## config.mk

```make
export PLATFORM = sky130hd
export DESIGN_NAME = car_traffic_gen
export DESIGN_NICKNAME = d
export VERILOG_FILES = /design/src/rtl/car_traffic_gen_pkg.sv /design/src/rtl/car_traffic_gen_lane.sv /design/src/rtl/car_traffic_gen.sv
export SDC_FILE = /design/constraint.sdc
export NUM_CORES = 1
export LEC_CHECK = 0
export BUFFER_PORTS_ARGS = -buffer_cell sky130_fd_sc_hd__buf_4
export CORE_UTILIZATION = 25
export DETAILED_ROUTE_END_ITERATION = 7
export PLACE_DENSITY = 0.45
export SLEW_MARGIN = 0
export SYNTH_ARGS = -nofsm -noshare
export SYNTH_HDL_FRONTEND = slang
export SYNTH_SLANG_ARGS = --single-unit
export TNS_END_PERCENT = 30
```

## constraint.sdc

```tcl
create_clock -name i_Clk -period 3.41 [get_ports i_Clk]
set_input_delay 0.1705 -clock i_Clk [delete_from_list [all_inputs] [get_ports i_Clk]]
set_output_delay 0.1705 -clock i_Clk [all_outputs]
set_load 0.02 [all_outputs]
```

## src/rtl/car_traffic_gen_pkg.sv

```systemverilog
// rtl/car_traffic_gen_pkg.sv - shared widths, grid defaults and lane period helper for the car traffic generator
// Contents:
//   COORD_W, NUM_CARS, GRID_W_DEF, GRID_H_DEF  geometry shared with the collision checker and renderer
//   PERIOD_W                                   width of a lane period and of a lane counter
//   eff_period()                               level-scaled lane period, never below 1
package car_traffic_gen_pkg;

  localparam int COORD_W    = 6;
  localparam int NUM_CARS   = 5;
  localparam int GRID_W_DEF = 40;
  localparam int GRID_H_DEF = 30;
  localparam int PERIOD_W   = 8;

  // Each speed level halves the period. Short lanes would reach zero at high levels,
  // which would stall the car, so the result is held at one tick per step.
  function automatic logic [PERIOD_W-1:0] eff_period(input logic [PERIOD_W-1:0] base,
                                                     input logic [1:0]          level);
    logic [PERIOD_W-1:0] p;
    p = base >> level;
    return (p == '0) ? PERIOD_W'(1) : p;
  endfunction

endpackage

```

## src/rtl/car_traffic_gen_lane.sv

```systemverilog
// rtl/car_traffic_gen_lane.sv - one road lane: per-lane step counter and wrapping X position of its car
// Ports:
//   i_Clk, i_Rst_L  clock, asynchronous active-low reset
//   i_Tick          base movement tick from the top-level divider
//   i_Restart       synchronous reload of the start position and counter
//   i_Level         speed level 0..3
//   o_X, o_Y        car coordinates
//   o_Step          high for one cycle when o_X has just changed
module car_lane
  import car_traffic_gen_pkg::*;
#(
  parameter logic [COORD_W-1:0]  X0     = '0,
  parameter logic [COORD_W-1:0]  Y      = '0,
  parameter logic                DIR    = 1'b1,
  parameter logic [PERIOD_W-1:0] PERIOD = PERIOD_W'(1),
  parameter int                  GRID_W = GRID_W_DEF
) (
  input  logic               i_Clk,
  input  logic               i_Rst_L,
  input  logic               i_Tick,
  input  logic               i_Restart,
  input  logic [1:0]         i_Level,
  output logic [COORD_W-1:0] o_X,
  output logic [COORD_W-1:0] o_Y,
  output logic               o_Step
);

  localparam logic [COORD_W-1:0] X_MAX = COORD_W'(GRID_W - 1);

  logic [PERIOD_W-1:0] r_cnt;
  logic [PERIOD_W-1:0] w_period;
  logic [COORD_W-1:0]  w_next_x;

  // Level is read combinationally at each tick, so a level change lands on the next tick.
  assign w_period = eff_period(PERIOD, i_Level);

  always_comb begin
    w_next_x = o_X;
    if (DIR) begin
      w_next_x = (o_X == X_MAX) ? '0 : o_X + COORD_W'(1);
    end else begin
      w_next_x = (o_X == '0) ? X_MAX : o_X - COORD_W'(1);
    end
  end

  // The >= compare catches a counter left above a period that just shrank with a level increase.
  always_ff @(posedge i_Clk or negedge i_Rst_L) begin
    if (!i_Rst_L) begin
      o_X    <= X0;
      r_cnt  <= '0;
      o_Step <= 1'b0;
    end else if (i_Restart) begin
      o_X    <= X0;
      r_cnt  <= '0;
      o_Step <= 1'b0;
    end else begin
      o_Step <= 1'b0;
      if (i_Tick) begin
        if (r_cnt >= w_period - PERIOD_W'(1)) begin
          r_cnt  <= '0;
          o_X    <= w_next_x;
          o_Step <= 1'b1;
        end else begin
          r_cnt <= r_cnt + PERIOD_W'(1);
        end
      end
    end
  end

  assign o_Y = Y;

endmodule

```

## src/rtl/car_traffic_gen.sv

```systemverilog
// rtl/car_traffic_gen.sv - five-lane car position generator feeding collision and render
// Ports:
//   i_Clk, i_Rst_L            clock, asynchronous active-low reset
//   i_Enable, i_Freeze        traffic runs only while enabled and not frozen
//   i_Restart                 one-cycle pulse reloading start positions and clearing counters
//   i_Level                   speed level 0..3
//   o_Car_X_1..5, o_Car_Y_1..5  car grid coordinates
//   o_Move_Strobe             one-cycle pulse in the cycle any car X changed
module car_traffic_gen
  import car_traffic_gen_pkg::*;
#(
  parameter int                           TICK_DIV    = 25000,
  parameter int                           GRID_W      = GRID_W_DEF,
  parameter logic [NUM_CARS*COORD_W-1:0]  LANE_Y      = {6'd5, 6'd4, 6'd3, 6'd2, 6'd1},
  parameter logic [NUM_CARS*COORD_W-1:0]  LANE_X0     = {6'd30, 6'd8, 6'd20, 6'd0, 6'd12},
  parameter logic [NUM_CARS-1:0]          LANE_DIR    = 5'b01010,
  parameter logic [NUM_CARS*PERIOD_W-1:0] LANE_PERIOD = {8'd6, 8'd10, 8'd4, 8'd8, 8'd12}
) (
  input  logic               i_Clk,
  input  logic               i_Rst_L,
  input  logic               i_Enable,
  input  logic               i_Freeze,
  input  logic               i_Restart,
  input  logic [1:0]         i_Level,
  output logic [COORD_W-1:0] o_Car_X_1,
  output logic [COORD_W-1:0] o_Car_X_2,
  output logic [COORD_W-1:0] o_Car_X_3,
  output logic [COORD_W-1:0] o_Car_X_4,
  output logic [COORD_W-1:0] o_Car_X_5,
  output logic [COORD_W-1:0] o_Car_Y_1,
  output logic [COORD_W-1:0] o_Car_Y_2,
  output logic [COORD_W-1:0] o_Car_Y_3,
  output logic [COORD_W-1:0] o_Car_Y_4,
  output logic [COORD_W-1:0] o_Car_Y_5,
  output logic               o_Move_Strobe
);

  localparam int TICK_W = (TICK_DIV > 2) ? $clog2(TICK_DIV) : 1;

  logic [TICK_W-1:0]   r_tick_cnt;
  logic                w_run;
  logic                w_tick;
  logic [COORD_W-1:0]  w_x [NUM_CARS];
  logic [COORD_W-1:0]  w_y [NUM_CARS];
  logic [NUM_CARS-1:0] w_step;

  assign w_run  = i_Enable & ~i_Freeze;
  assign w_tick = w_run & (r_tick_cnt == TICK_W'(TICK_DIV - 1));

  always_ff @(posedge i_Clk or negedge i_Rst_L) begin
    if (!i_Rst_L) begin
      r_tick_cnt <= '0;
    end else if (i_Restart) begin
      r_tick_cnt <= '0;
    end else if (w_tick) begin
      r_tick_cnt <= '0;
    end else if (w_run) begin
      r_tick_cnt <= r_tick_cnt + TICK_W'(1);
    end
  end

  for (genvar n = 0; n < NUM_CARS; n++) begin : g_lane
    car_lane #(
      .X0    (LANE_X0[COORD_W*n +: COORD_W]),
      .Y     (LANE_Y[COORD_W*n +: COORD_W]),
      .DIR   (LANE_DIR[n]),
      .PERIOD(LANE_PERIOD[PERIOD_W*n +: PERIOD_W]),
      .GRID_W(GRID_W)
    ) u_lane (
      .i_Clk    (i_Clk),
      .i_Rst_L  (i_Rst_L),
      .i_Tick   (w_tick),
      .i_Restart(i_Restart),
      .i_Level  (i_Level),
      .o_X      (w_x[n]),
      .o_Y      (w_y[n]),
      .o_Step   (w_step[n])
    );
  end

  // Steps of all lanes land on the same cycle, so one OR gives a single pulse.
  assign o_Move_Strobe = |w_step;

  assign o_Car_X_1 = w_x[0];
  assign o_Car_X_2 = w_x[1];
  assign o_Car_X_3 = w_x[2];
  assign o_Car_X_4 = w_x[3];
  assign o_Car_X_5 = w_x[4];
  assign o_Car_Y_1 = w_y[0];
  assign o_Car_Y_2 = w_y[1];
  assign o_Car_Y_3 = w_y[2];
  assign o_Car_Y_4 = w_y[3];
  assign o_Car_Y_5 = w_y[4];

endmodule

```

Word level (Yosys, flattened, before mapping)
Index checks and enable logic that the tools add are counted.

Register bits: 90. Bits of input ports: 7. Output and inout bits: 61. Word-level logic and storage cells: 127.

$add $sub $neg: 16. Order comparisons: 5. Equality and inequality tests: 3. Shift-type cells: 5. Muxes and demuxes: 58. Bitwise operators: 3. Reduce and logical (&&, ||, !) cells: 21.

Operator list (count): 8-bit 2-to-1 mux (20); 6-bit 2-to-1 mux (20); 15-bit 2-to-1 mux (3); 8-bit by 1-bit adder with 8-bit output, second input constant (5); 8-bit greater-or-equal comparator (5); 8-bit zero test (5); 8-bit by 1-bit subtractor with 8-bit output, second input constant (5); 4-bit by 2-bit >> shifter with 8-bit output, first input constant (3); 6-bit zero test (3); 6-bit by 1-bit subtractor with 6-bit output, second input constant (3); 3-bit by 2-bit >> shifter with 8-bit output, first input constant (2); 15-bit by 1-bit adder with 15-bit output, second input constant (1); 15-bit equality test, second input constant (1); 1-bit 2-to-1 mux (15); 6-bit by 1-bit adder with 6-bit output, second input constant (2); 6-bit equality test, second input constant (2); 2-bit nonzero test (6); 2-bit AND reduction (5); 5-bit OR reduction (1); 3-bit nonzero test (1); 1-bit AND (2); 1-bit inverter (1).

Depth between registers and ports, before layout
Gate-level depths: netlist (run 1).

Depth after elaboration: 8. Depth in mapped cells: 12. Depth with buffers taken out: 11.

Modules after synthesis
A second synthesis (run 1) with hierarchy kept.

Cells, all modules: 588. Area total of the unflattened synthesis: 5565.3 um2.

By module, submodules not included: car_lane at g_lane[0].u_lane (instances 1, cells an instance 110, area each 1032.2 um2, sequential area each 377.9 um2); car_lane at g_lane[4].u_lane (instances 1, cells an instance 97, area each 939.7 um2, sequential area each 380.4 um2); car_traffic_gen (instances 1, cells an instance 95, area each 914.6 um2, sequential area each 375.4 um2); car_lane at g_lane[2].u_lane (instances 1, cells an instance 95, area each 909.6 um2, sequential area each 377.9 um2); car_lane at g_lane[3].u_lane (instances 1, cells an instance 97, area each 890.9 um2, sequential area each 376.6 um2); car_lane at g_lane[1].u_lane (instances 1, cells an instance 94, area each 878.3 um2, sequential area each 375.4 um2).

Least setup slack after synthesis (run 1)
Ideal clock, no wire load.

Path kind: input -> register. From: in i_Level[1]. To: reg g_lane[1].u_lane.o_X[4]. Arrival: 2080 ps. Required time: 3332 ps. Slack: 1252 ps. Cell stages on the path: 10. Path buffers: 0. Path through: inv_1 -> nand2_1 -> inv_1 -> ha_1 -> ha_1 -> o21a_1 -> nor2_1 -> o31a_1 -> or4_1 -> a21oi_1.

Word-level cells in the longest chain between the ends: 7.

Ends and longest elaborated chain: from (decl) (line car_traffic_gen.sv:24) `input logic [1:0] i_Level,`; 4-bit by 2-bit >> shifter with 8-bit output (*) (line car_traffic_gen_pkg.sv:19) `p = base >> level;`; 8-bit zero test (line car_traffic_gen_pkg.sv:20) `return (p == '0) ? PERIOD_W'(1) : p;`; 8-bit 2-to-1 mux (*) (line car_traffic_gen_pkg.sv:20); 8-bit by 1-bit subtractor with 8-bit output (*) (line car_traffic_gen_lane.sv:59) `if (r_cnt >= w_period - PERIOD_W'(1)) begin`; 8-bit greater-or-equal comparator (*) (line car_traffic_gen_lane.sv:59); 2-bit nonzero test (no source line) (*); 2-bit AND reduction (no source line) (*); to (signal assigned) (line car_traffic_gen_lane.sv:61) `o_X <= w_next_x;`; to (decl) (line car_traffic_gen_lane.sv:23) `output logic [COORD_W-1:0] o_X,`.

Mark *: on every way between the ends. The rest lies on a longest branch, timed or not. A chain may end at the register's enable or synchronous reset.

Final worst setup path (run 1)
From: reg g_lane[1].u_lane.r_cnt[0]. To: reg g_lane[1].u_lane.r_cnt[4].

Word-level cells in the longest chain between the ends: 4.

Ends and longest elaborated chain: from (decl) (line car_traffic_gen_lane.sv:30) `logic [PERIOD_W-1:0] r_cnt;`; from (signal assigned) (line car_traffic_gen_lane.sv:64) `r_cnt <= r_cnt + PERIOD_W'(1);`; 8-bit by 1-bit adder with 8-bit output or 8-bit greater-or-equal comparator (tied branches) (line car_traffic_gen_lane.sv:64, car_traffic_gen_lane.sv:59); 8-bit 2-to-1 mux (*) (line car_traffic_gen_lane.sv:59); 8-bit 2-to-1 mux (*) (line car_traffic_gen_lane.sv:58) `if (i_Tick) begin`; 8-bit 2-to-1 mux (*) (line car_traffic_gen_lane.sv:52) `end else if (i_Restart) begin`.

Mark *: on every way between the ends. The rest lies on a longest branch, timed or not. The select of a mux whose other input is x is not followed.

==> results of run 1 <==
layout make-up:
type,count,area [sq um]
Clock buffer,15,257.7
Multi-Input combinational cell,464,3029
Inverter,33,123.9
Timing Repair Buffer,48,360.3
Clock inverter,1,5.005
Sequential cell,90,2263
Tap cell,280,350.3
Fill cell,2316,15570
placed cells by master, fill, tap and decap left out, drive strengths merged, types with 4 or more instances in the layout:
master    n
nor2b     6
nor4      9
nand4b    5
o2111ai   4
or4      17
nor2     42
nand2b    9
nand4    11
clkbuf   15
a41oi     4
dfstp     9
and3     13
a31oi    15
nand3    33
nand2    36
inv      33
dfrtp    81
or3      13
a21oi    40
o21a      6
buf      48
nor3     18
xor2      4
xnor2     8
conb     37
o21ai    25
ha       39
o41ai     4
o31ai    11
flip-flops by register name (all words and copies together), names as in the netlist:
register / flops
g_lane.u_lane.r_cnt: 40
g_lane.u_lane.o_X: 30
r_tick_cnt: 15
g_lane.u_lane.o_Step: 5
power groups by stage:
stage | sequential [W] | combinational [W] | clock [W]
2_1_floorplan | 0.00111 | 0.000148 | 0
3_3_place_gp | 0.00111 | 0.000188 | 0
3_5_place_dp | 0.00111 | 0.000194 | 0
4_1_cts | 0.00109 | 0.000194 | 0.000974
5_1_grt | 0.00109 | 0.000217 | 0.00101
6_report | 0.00109 | 0.000191 | 0.000935
worst max-delay path, cell delays in order (launching register included):
cell and delay [ps]:
sky130_fd_sc_hd__dfrtp_1 460, sky130_fd_sc_hd__inv_1 100, sky130_fd_sc_hd__ha_1 300, sky130_fd_sc_hd__nand2b_1 140
sky130_fd_sc_hd__a2111oi_0 550, sky130_fd_sc_hd__o31a_1 620, sky130_fd_sc_hd__a21oi_1 290, sky130_fd_sc_hd__a31oi_1 210
logic make-up (layout without fill, tap and decap cells):
kind of cell             after synthesis  count (layout)  share of synthesized area
AND/OR/NAND/NOR                      229             229                     0.2317
AO/OA/AOI/OAI                        145             145                     0.1725
flip-flops                            90              90                     0.4026
buffers and inverters                 88              97                    0.08257
adder cells (fa/ha/maj)               39              39                    0.08680
XOR/XNOR                              12              12                    0.01870
other                                  2              37                   0.001336
multiplexers                           2               2                   0.003784
metrics by stage:
step / hold slack [ps] / worst slack, ps
after floorplan: -125.1 / 1252
after global placement: 447.1 / 800.4
after detailed placement: 456.0 / 549.7
after CTS: 83.77 / 681.2
after global routing: 124.2 / 385.7
final: 26.38 / 671.2
per-layer routing:
layer / vias to the layer above / GRT usage
met2: 105 / 0.2321
met3: 23 / 0.02168
li1: 2264 / -
met4: 0 / 0.06560
met1: 2339 / 0.1682
met5: - / 0
cell usage after synthesis (all sizes together), types with 3 or more instances:
cell	count	area [sq um]
xor2	4	35.03
buf	40	284.0
a311oi	3	26.28
or4	17	127.6
ha	39	488.0
nor4	9	71.32
nand2	36	135.1
dfstp	9	236.5
nor2b	6	37.54
nand3b	3	22.52
o311ai	3	26.28
inv	33	123.9
a21oi	40	207.7
xnor2	8	70.07
and3	13	81.33
nor3	18	95.09
or3	13	81.33
o41ai	4	35.03
o21a	6	45.04
o21ai	25	128.9
a211oi	3	22.52
nand4	11	83.83
a31oi	15	93.84
dfrtp	81	2027
o2111ai	4	35.03
a211o	3	26.28
o31ai	11	82.58
nand4b	5	43.79
and4	3	26.28
clkbuf	15	56.30
nor2	42	160.2
a41oi	4	35.03
nand2b	9	56.30
nand3	33	170.2
how the worst max path moves through the flow:
stage,endpoint,depth (start not counted)
detailed placement,g_lane[1].u_lane.r_cnt[5],10
CTS,g_lane[1].u_lane.r_cnt[4],7
global route,g_lane[1].u_lane.r_cnt[4],7
finish,g_lane[1].u_lane.r_cnt[4],7
floorplan,g_lane[1].u_lane.o_X[4],10
global placement,g_lane[1].u_lane.o_X[5],11
==> qor.csv, run 1 <==
metric,value,unit
run status,"complete, but fails checks",
count of placed standard cells including taps,915,
DP Area,6127,sq um
synth unique cells,72,
share of the yosys chip area belonging to registers,0.4026,
wire length per cell after detailed routing,16.29,um
switching component of the power,0.0005741,W
start of the worst register-to-register path,g_lane[1].u_lane.r_cnt[0],
cell chosen for the clock root,sky130_fd_sc_hd__clkbuf_16,
portion of total power attributed to combinational logic,0.086,
Fmax achieved,365.1,MHz
Overall Power,0.002212,W
signal arrival time at the worst endpoint,3010,ps
number of cell instances on the worst register-to-register path,7,
number of enable-type register cells in the synthesized netlist,0,
area delta synth->final,13.67,%
drt initial violations,191,
Leakage Power,2.798,nW
initial core utilization,0.2560,
failing checks,design-rule violations,
number of nets in the finished design,692,
relative contribution of the clock network to total power,0.423,
combined global-route utilization of all metal layers,0.1363,
overall overflow remaining after global route,0,
largest net degree at the start of global routing,83,
Post-CTS Repair Setup Buffers,0,
sequential fraction of design power,0.491,
"IR drop worst, VDD",0.2172,mV
Final ANT Viol Nets,0,
area of the mapped netlist,5622,sq um
Clock Pin Slew Worst Setup and Hold Paths,70,ps
# port buffers,37,
first drt pass iteration count,7,
count of pins over their slew limit,0,
final cell count without fillers,931,
number of hold buffers added after cts,0,
number of primary I/O pins,68,
insertion delay of the later-clocked pin in the worst-skew pair,350,ps
H-tree level count,3,
worst hold path class,input port to async pin,
wire length of the first global-routing pass,24940,um
overall die height,152.0,um
Sw Share,0.2595,
vias,4731,
# resized after CTS,0,
share of cells above drive strength 1,0.1275,
top metal layer carrying routed signals,met4,
diode count,0,
CTS Buf Count,9,
Cells after Synth,607,
die extent in x,152.0,um
"setup slack, reg-to-reg",670,ps
overall die area,23090,sq um
Pint,0.001638,W
post-DP HPWL,10570,um
Final Hold Fails,0,
core region area,21960,sq um
Setup Total Neg Slack,0,ps
Reg-to-Reg End,g_lane[1].u_lane.r_cnt[4],
power density of the placed cells,346.2,nW/um^2
prevailing post-synth register cell,sky130_fd_sc_hd__dfrtp_1,
CTS tree,yes,
CP Class,flop to flop,
number of antenna violations at the first check in global routing,0,
worst clock skew,11.07,ps
ratio of final minimum period to clock period,0.8032,
measured slew at the worst slew-check pin,1091,ps
Synth Area per Inst,9.261,sq um
post-layout utilization of the core,0.2910,
RSZ-0062 raised after global routing,no,
capturing element type of the critical path,flop,
normalized max-slew margin,0.2727,
fraction of synthesis flops using an asynchronous set or reset pin,1.000,
Routed WL,15170,um
Worst Path Max Fanout,18,
via count of the first global-routing pass,4666,
Detail Route met3 WL,511,um
Longest Clk Path Bufs,2,
Setup crit start,g_lane[1].u_lane.r_cnt[0],
placer's final routability congestion estimate,0.7835,
post-layout min period,2739,ps
Critical Path RT,3680,ps
synthesis warning total,0,
vias per std cell,5.082,
# setup viols final,0,
met2 WL post-DR,7561,um
startpoint class of the critical path,flop,
cell row count,54,
wire length the detailed router placed on met1,6698,um
max-cap viol count,0,
Clock Sinks,90,
DRC violation count after routing,12,
number of synthesized register bits,90,
post-route cell area,6390,sq um
No activity file was read; power rests on OpenSTA's default activity.
==> run 2: changes to the inputs <==
- ABC_AREA: default -> 1
- PLACE_DENSITY: 0.45 -> 0.46
- clock period: 3.41 -> 2.4 ns (I/O delays scaled with it)
==> run 2 against run 1 <==
First-iteration DRC count up 29%. The run now ends clean. Sequential cell count is the same. Wire length is 13% lower. Largest cell class unchanged. Core utilization is 0.21 points higher. Critical endpoint is now g_lane[1].u_lane.r_cnt[6]. Non-clock buffer count grew 3.
==> qor.csv, run 2 <==
metric,value,unit,change
run status,"finished, final reports clean",,"was complete, but fails checks"
Clock Sinks,90,,unchanged
share of cells above drive strength 1,0.1171,,was 0.1275
dominant cell type by area after synthesis,sky130_fd_sc_hd__dfrtp_1,,unchanged
main area contributors after synthesis,"sky130_fd_sc_hd__dfrtp_1 35%, sky130_fd_sc_hd__nand2_1 13%, sky130_fd_sc_hd__ha_1 8.5%",,"was sky130_fd_sc_hd__dfrtp_1 36%, sky130_fd_sc_hd__ha_1 8.7%, sky130_fd_sc_hd__buf_4 4.3%"
DP Area,6292,sq um,was 6127 sq um
cell breakdown of the critical path,ha_1 > nand4_1 > nor2_1 > nand2_2 > nand2_2 > nand2_1 > inv_1 > nor2_1,,was inv_1 > ha_1 > nand2b_1 > a2111oi_0 > o31a_1 > a21oi_1 > a31oi_1
"IR drop worst, VDD",0.3189,mV,was 0.2172 mV
die extent in x,153.5,um,was 152.0 um
Post-CTS Repair Setup Buffers,0,,unchanged
CP Class,flop to flop,,unchanged
worst clock skew,7.777,ps,was 11.07 ps
largest net degree at the start of global routing,43,,was 83
normalized max-slew margin,0.6109,,was 0.2727
number of cell instances on the worst register-to-register path,8,,was 7
startpoint class of the critical path,flop,,unchanged
Leakage Power,3.469,nW,was 2.798 nW
prevailing post-synth register cell,sky130_fd_sc_hd__dfrtp_1,,unchanged
post-DP HPWL,9706,um,was 10570 um
initial core utilization,0.2542,,was 0.2560
Final ANT Viol Nets,0,,unchanged
Fmax achieved,488.9,MHz,was 365.1 MHz
slowest stage cell on the critical path,sky130_fd_sc_hd__dfrtp_1,,was sky130_fd_sc_hd__o31a_1
Final Hold Fails,0,,unchanged
measured slew at the worst slew-check pin,583.7,ps,was 1091 ps
post-route cell area,6615,sq um,was 6390 sq um
wire length of the first global-routing pass,22960,um,was 24940 um
registers with the most flip-flops,"g_lane.u_lane.r_cnt (40), g_lane.u_lane.o_X (30), r_tick_cnt (15)",,unchanged
synthesis warning total,0,,unchanged
# setup viols final,0,,unchanged
slack of the critical path,354.4,ps,was 671.2 ps
share of the yosys chip area belonging to registers,0.3945,,was 0.4026
max-cap viol count,0,,unchanged
post-layout min period,2046,ps,was 2739 ps
CTS Buf Count,9,,unchanged
number of nets in the finished design,869,,was 692
Longest Clk Path Bufs,2,,unchanged
Synth Area per Inst,7.452,sq um,was 9.261 sq um
CTS tree,yes,,unchanged
worst hold path stage count,4,,
capturing element type of the critical path,flop,,unchanged
overall die height,153.5,um,was 152.0 um
Commonest cells post-synth,"198 x sky130_fd_sc_hd__nand2_1, 100 x sky130_fd_sc_hd__inv_1, 87 x sky130_fd_sc_hd__nand3_1",,"was 81 x sky130_fd_sc_hd__dfrtp_1, 41 x sky130_fd_sc_hd__nor2_1, 39 x sky130_fd_sc_hd__ha_1"
Cells after Synth,770,,was 607
H-tree level count,3,,unchanged
cell row count,55,,was 54
Clock Pin Slew Worst Setup and Hold Paths,70,ps,about the same
power density of the placed cells,549.9,nW/um^2,was 346.2 nW/um^2
register with the highest flop count,g_lane.u_lane.r_cnt,,unchanged
Worst Path Max Fanout,20,,was 18
RSZ-0062 raised after global routing,no,,unchanged
Routed WL,13190,um,was 15170 um
Critical Path RT,2640,ps,was 3680 ps
overall die area,23560,sq um,was 23090 sq um
number of synthesized register bits,90,,unchanged
worst slack after detailed placement,154.1,ps,was 549.7 ps
vias,4711,,was 4731
vias per std cell,4.233,,was 5.082
crit-path max cell delay,400,ps,was 620 ps
Setup Total Neg Slack,0,ps,unchanged
signal arrival time at the worst endpoint,2290,ps,was 3010 ps
placer's final routability congestion estimate,0.7764,,was 0.7835
number of antenna violations at the first check in global routing,0,,unchanged
synth unique cells,35,,was 72
area of the mapped netlist,5738,sq um,was 5622 sq um
"commonest cells after routing, fill and taps aside","198 x sky130_fd_sc_hd__nand2_1, 100 x sky130_fd_sc_hd__inv_1, 87 x sky130_fd_sc_hd__nand3_1",,"was 81 x sky130_fd_sc_hd__dfrtp_1, 48 x sky130_fd_sc_hd__buf_4, 41 x sky130_fd_sc_hd__nor2_1"
wire length per cell after detailed routing,11.85,um,was 16.29 um
via count of the first global-routing pass,4603,,was 4666
worst hold path class,input port to flop,,was input port to async pin
number of enable-type register cells in the synthesized netlist,0,,unchanged
combined global-route utilization of all metal layers,0.1217,,was 0.1363
drt initial violations,247,,was 191
first drt pass iteration count,5,,was 7
# port buffers,37,,unchanged
fraction of synthesis flops using an asynchronous set or reset pin,1.000,,unchanged
"most common cell after layout, fill and taps aside",sky130_fd_sc_hd__nand2_1,,was sky130_fd_sc_hd__dfrtp_1
DRC violation count after routing,0,,was 12
area delta synth->final,15.29,%,was 13.67%
fraction of synthesized cell area taken by the top area cell type,0.3532,,was 0.3606
diode count,0,,unchanged
number of primary I/O pins,68,,unchanged
ratio of final minimum period to clock period,0.8523,,was 0.8032
overall overflow remaining after global route,0,,unchanged
insertion delay of the later-clocked pin in the worst-skew pair,350,ps,about the same
most repeated cell in the gate-level netlist after synthesis,sky130_fd_sc_hd__nand2_1,,was sky130_fd_sc_hd__dfrtp_1
cell chosen for the clock root,sky130_fd_sc_hd__clkbuf_16,,unchanged
number of flip-flops in the largest register,40,,unchanged
core region area,22570,sq um,was 21960 sq um
count of pins over their slew limit,0,,unchanged
run 2: worst paths after layout:
check                                                from                         to  slack, ps
min in group asynchronous                         i_Rst_L    g_lane[0].u_lane.o_X[4]        320
worst max register to register              r_tick_cnt[0]  g_lane[1].u_lane.r_cnt[6]        350
max in group asynchronous                         i_Rst_L    g_lane[0].u_lane.o_X[2]       1370
worst min-delay path                             i_Freeze              r_tick_cnt[1]         80
worst min register to register  g_lane[4].u_lane.r_cnt[6]  g_lane[4].u_lane.r_cnt[6]        490
worst max-delay path                        r_tick_cnt[0]  g_lane[1].u_lane.r_cnt[6]        350
run 2: final cells by class:
cell class	count	area, sq um
clock buffer	11	252.7
clock inverter	5	60.06
fill	2453	15960
inverter	102	382.9
multi-input combinational	569	2914
sequential	90	2263
tap	285	356.6
timing repair buffer	51	385.4
run 2: layer usage:
| metal | track usage | part of all wire | up-vias |
|---|---|---|---|
| li1 | - | - | 2489 |
| met1 | 0.1573 | 0.49 | 2149 |
| met2 | 0.2054 | 0.47 | 62 |
| met3 | 0.02565 | 0.025 | 11 |
| met4 | 0.03190 | 0.011 | 0 |
| met5 | 0 | 0 | - |
run 2: cell families (layout without fill, tap and decap cells):
kind of cell | count (synthesis) | after routing | share of synthesized area
simple gates | 427 | 427 | 0.3282
other cells | 2 | 37 | 0.001309
fa+ha+maj | 39 | 39 | 0.08504
xor+xnor | 11 | 11 | 0.01679
flops | 90 | 90 | 0.3945
buf+inv | 146 | 169 | 0.1206
compound gates | 55 | 55 | 0.05364
run 2: through the flow:
step	hold slack, ps	power [W]	cells	utilization
2_1_floorplan	-175.6	0.002027	805	-
3_3_place_gp	174.0	0.002182	1096	0.2788
3_5_place_dp	173.1	0.002182	1096	0.2788
4_1_cts	59.38	0.003708	1113	0.2931
5_1_grt	96.02	0.003828	1113	0.2931
6_report	75.80	0.003637	1113	0.2931
run 2: timing repair:
action                     in CTS  in global routing
hold endpoints to repair       36                  0
setup endpoints to repair       0                  0
hold buffers                    1                  0
resized for setup               0                  0
run 2: where the power goes:
part | internal, W | switching, W
registers | 0.00158 | 0.0000503
logic | 0.000167 | 0.000349
clock network | 0.000868 | 0.000625
total | 0.00261 | 0.00102
run 2: worst max-delay path: cells and delay by family, from the launching register on:
family / cells / cell delay [ps]
simple gates: 6 / 1080
flops: 1 / 400
fa+ha+maj: 1 / 240
buf+inv: 1 / 210
==> run 3: changes to the inputs <==
- CORE_ASPECT_RATIO: default -> 0.5
==> run 3 against run 2 <==
Critical path depth grew 2. Non-clock buffer count shrank 2. Combinational power grew 1%. Die area grew 0.15%. Total power grew 3.6%. Sequential share of layout area shrank 0.22 points. Register-to-register slack gained 110 ps. Critical path type unchanged. Largest cell class unchanged.
==> qor.csv, run 3 (synthesis results as in run 2) <==
metric,value,unit,change
number of primary I/O pins,68,,unchanged
post-layout min period,1933,ps,was 2046 ps
measured slew at the worst slew-check pin,527.4,ps,was 583.7 ps
post-route cell area,6658,sq um,was 6615 sq um
"IR drop worst, VDD",0.2520,mV,was 0.3189 mV
Final Hold Fails,0,,unchanged
Pint,0.002742,W,was 0.002613 W
max-cap viol count,0,,unchanged
Clock Pin Slew Worst Setup and Hold Paths,60,ps,was 70 ps
number of nets in the finished design,867,,was 869
diode count,0,,unchanged
DP Area,6309,sq um,was 6292 sq um
number of cell instances on the worst register-to-register path,10,,was 8
worst slack after detailed placement,167.8,ps,was 154.1 ps
switching component of the power,0.001025,W,was 0.001024 W
Sw Share,0.2721,,was 0.2816
slack of the critical path,467.5,ps,was 354.4 ps
wire length of the first global-routing pass,23710,um,was 22960 um
number of antenna violations at the first check in global routing,0,,unchanged
drt initial violations,198,,was 247
first drt pass iteration count,4,,was 5
start of the worst register-to-register path,r_tick_cnt[0],,unchanged
Fmax achieved,517.5,MHz,was 488.9 MHz
Longest Clk Path Bufs,2,,unchanged
cell chosen for the clock root,sky130_fd_sc_hd__clkbuf_16,,unchanged
portion of total power attributed to combinational logic,0.139,,was 0.142
placer's final routability congestion estimate,0.8110,,was 0.7764
number of flip-flops in the largest register,40,,unchanged
overall die area,23600,sq um,was 23560 sq um
core region area,22060,sq um,was 22570 sq um
die extent in x,216.3,um,was 153.5 um
Min-Delay Startpoint,i_Freeze,,unchanged
final-layout worst hold slack,73.19,ps,was 75.80 ps
vias per std cell,4.268,,was 4.233
post-DP HPWL,10090,um,was 9706 um
worst clock skew,6.701,ps,was 7.777 ps
startpoint class of the critical path,flop,,unchanged
share of cells above drive strength 1,0.1150,,was 0.1171
H-tree level count,3,,unchanged
Critical Path RT,2670,ps,was 2640 ps
Leakage Power,3.476,nW,was 3.469 nW
initial core utilization,0.2601,,was 0.2542
# setup viols final,0,,unchanged
worst hold path stage count,4,,unchanged
power density of the placed cells,565.9,nW/um^2,was 549.9 nW/um^2
normalized max-slew margin,0.6471,,was 0.6109
RSZ-0062 raised after global routing,no,,unchanged
"commonest cells after routing, fill and taps aside","198 x sky130_fd_sc_hd__nand2_1, 100 x sky130_fd_sc_hd__inv_1, 87 x sky130_fd_sc_hd__nand3_1",,unchanged
area delta synth->final,16.03,%,was 15.29%
via count of the first global-routing pass,4645,,was 4603
cell row count,38,,was 55
post-layout utilization of the core,0.3018,,was 0.2931
DRC violation count after routing,0,,unchanged
insertion delay of the later-clocked pin in the worst-skew pair,350,ps,about the same
run status,"finished, final reports clean",,unchanged
vias,4806,,was 4711
overall die height,109.1,um,was 153.5 um
Reg-to-Reg End,g_lane[2].u_lane.o_X[2],,was g_lane[1].u_lane.r_cnt[6]
capturing element type of the critical path,flop,,unchanged
Clock Sinks,90,,unchanged
combined global-route utilization of all metal layers,0.1275,,was 0.1217
Setup Total Neg Slack,0,ps,unchanged
end point of the critical path,g_lane[2].u_lane.o_X[2],,was g_lane[1].u_lane.r_cnt[6]
CTS tree,yes,,unchanged
overall overflow remaining after global route,0,,unchanged
Final ANT Viol Nets,0,,unchanged
signal arrival time at the worst endpoint,2200,ps,was 2290 ps
ratio of final minimum period to clock period,0.8052,,was 0.8523
CP Class,flop to flop,,unchanged
sequential fraction of design power,0.432,,was 0.448
registers with the most flip-flops,"g_lane.u_lane.r_cnt (40), g_lane.u_lane.o_X (30), r_tick_cnt (15)",,unchanged
"setup slack, reg-to-reg",470,ps,was 350 ps
wire length per cell after detailed routing,12.26,um,was 11.85 um
# resized after CTS,0,,unchanged
# port buffers,37,,unchanged
"most common cell after layout, fill and taps aside",sky130_fd_sc_hd__nand2_1,,unchanged
Routed WL,13810,um,was 13190 um
Setup crit start,r_tick_cnt[0],,unchanged
register with the highest flop count,g_lane.u_lane.r_cnt,,unchanged
Worst Path Max Fanout,25,,was 20
worst hold path class,input port to flop,,unchanged
relative contribution of the clock network to total power,0.429,,was 0.410
count of pins over their slew limit,0,,unchanged
CTS Buf Count,9,,unchanged
largest net degree at the start of global routing,41,,was 43
-- run 3: cell count changes in the layout (fill, tap and decap cells not counted) --
cell,previous run,this run
sky130_fd_sc_hd__buf_12,0,1
sky130_fd_sc_hd__buf_4,50,47
sky130_fd_sc_hd__bufinv_16,1,2
sky130_fd_sc_hd__clkbuf_8,2,3
sky130_fd_sc_hd__clkinv_4,1,0
sky130_fd_sc_hd__inv_6,1,0
-- run 3: final cells by class --
type / instances / area, sq um
multi-input combinational: 569 / 2914
timing repair buffer: 49 / 382.9
clock inverter: 4 / 72.57
sequential: 90 / 2263
tap: 300 / 375.4
clock buffer: 12 / 266.5
fill: 2409 / 15400
inverter: 102 / 382.9
-- run 3: power by group through the flow --
stage / sequential, W / combinational, W / clock, W
final: 0.00163 / 0.000522 / 0.00162
after detailed placement: 0.00166 / 0.000529 / 0
after floorplan: 0.00169 / 0.000336 / 0
after CTS: 0.00163 / 0.000532 / 0.00167
after global placement: 0.00166 / 0.000522 / 0
after global routing: 0.00164 / 0.000598 / 0.00174
-- run 3: worst min-delay path by stage --
stage | slack, ps | to
after global routing | 90 | r_tick_cnt[1]
final | 70 | r_tick_cnt[1]
after global placement | 80 | r_tick_cnt[4]
after detailed placement | 90 | r_tick_cnt[4]
after CTS | 70 | r_tick_cnt[1]
after floorplan | -180 | g_lane[0].u_lane.o_Step
-- run 3: layer usage --
layer,GRT usage,routed length [um],vias up,share of wire
met5,0,0,-,0
met4,0.02817,98,0,0.0071
met3,0.03319,521,5,0.038
met2,0.2136,6476,66,0.47
met1,0.1654,6711,2240,0.49
li1,-,-,2495,-
-- run 3: critical path, stage by stage (launching register included) --
cell and delay, ps:
sky130_fd_sc_hd__dfrtp_1 390, sky130_fd_sc_hd__ha_1 250, sky130_fd_sc_hd__nand2_1 80, sky130_fd_sc_hd__nor2_2 120
sky130_fd_sc_hd__nand2_2 100, sky130_fd_sc_hd__nor2_8 240, sky130_fd_sc_hd__nor2_2 100, sky130_fd_sc_hd__buf_4 250
sky130_fd_sc_hd__nor2_4 180, sky130_fd_sc_hd__nand2_1 60, sky130_fd_sc_hd__o21ai_0 80
-- run 3: metrics by stage --
stage	cells	total power, W
floorplan	805	0.002027
finish	1126	0.003767
global placement	1109	0.002180
detailed placement	1109	0.002186
CTS	1126	0.003827
global route	1126	0.003971
-- run 3: repair_timing --
action                                 4_1_cts  5_1_grt
endpoints found under the hold margin       21        0
buffers inserted                             0        0
hold buffers                                 1        0
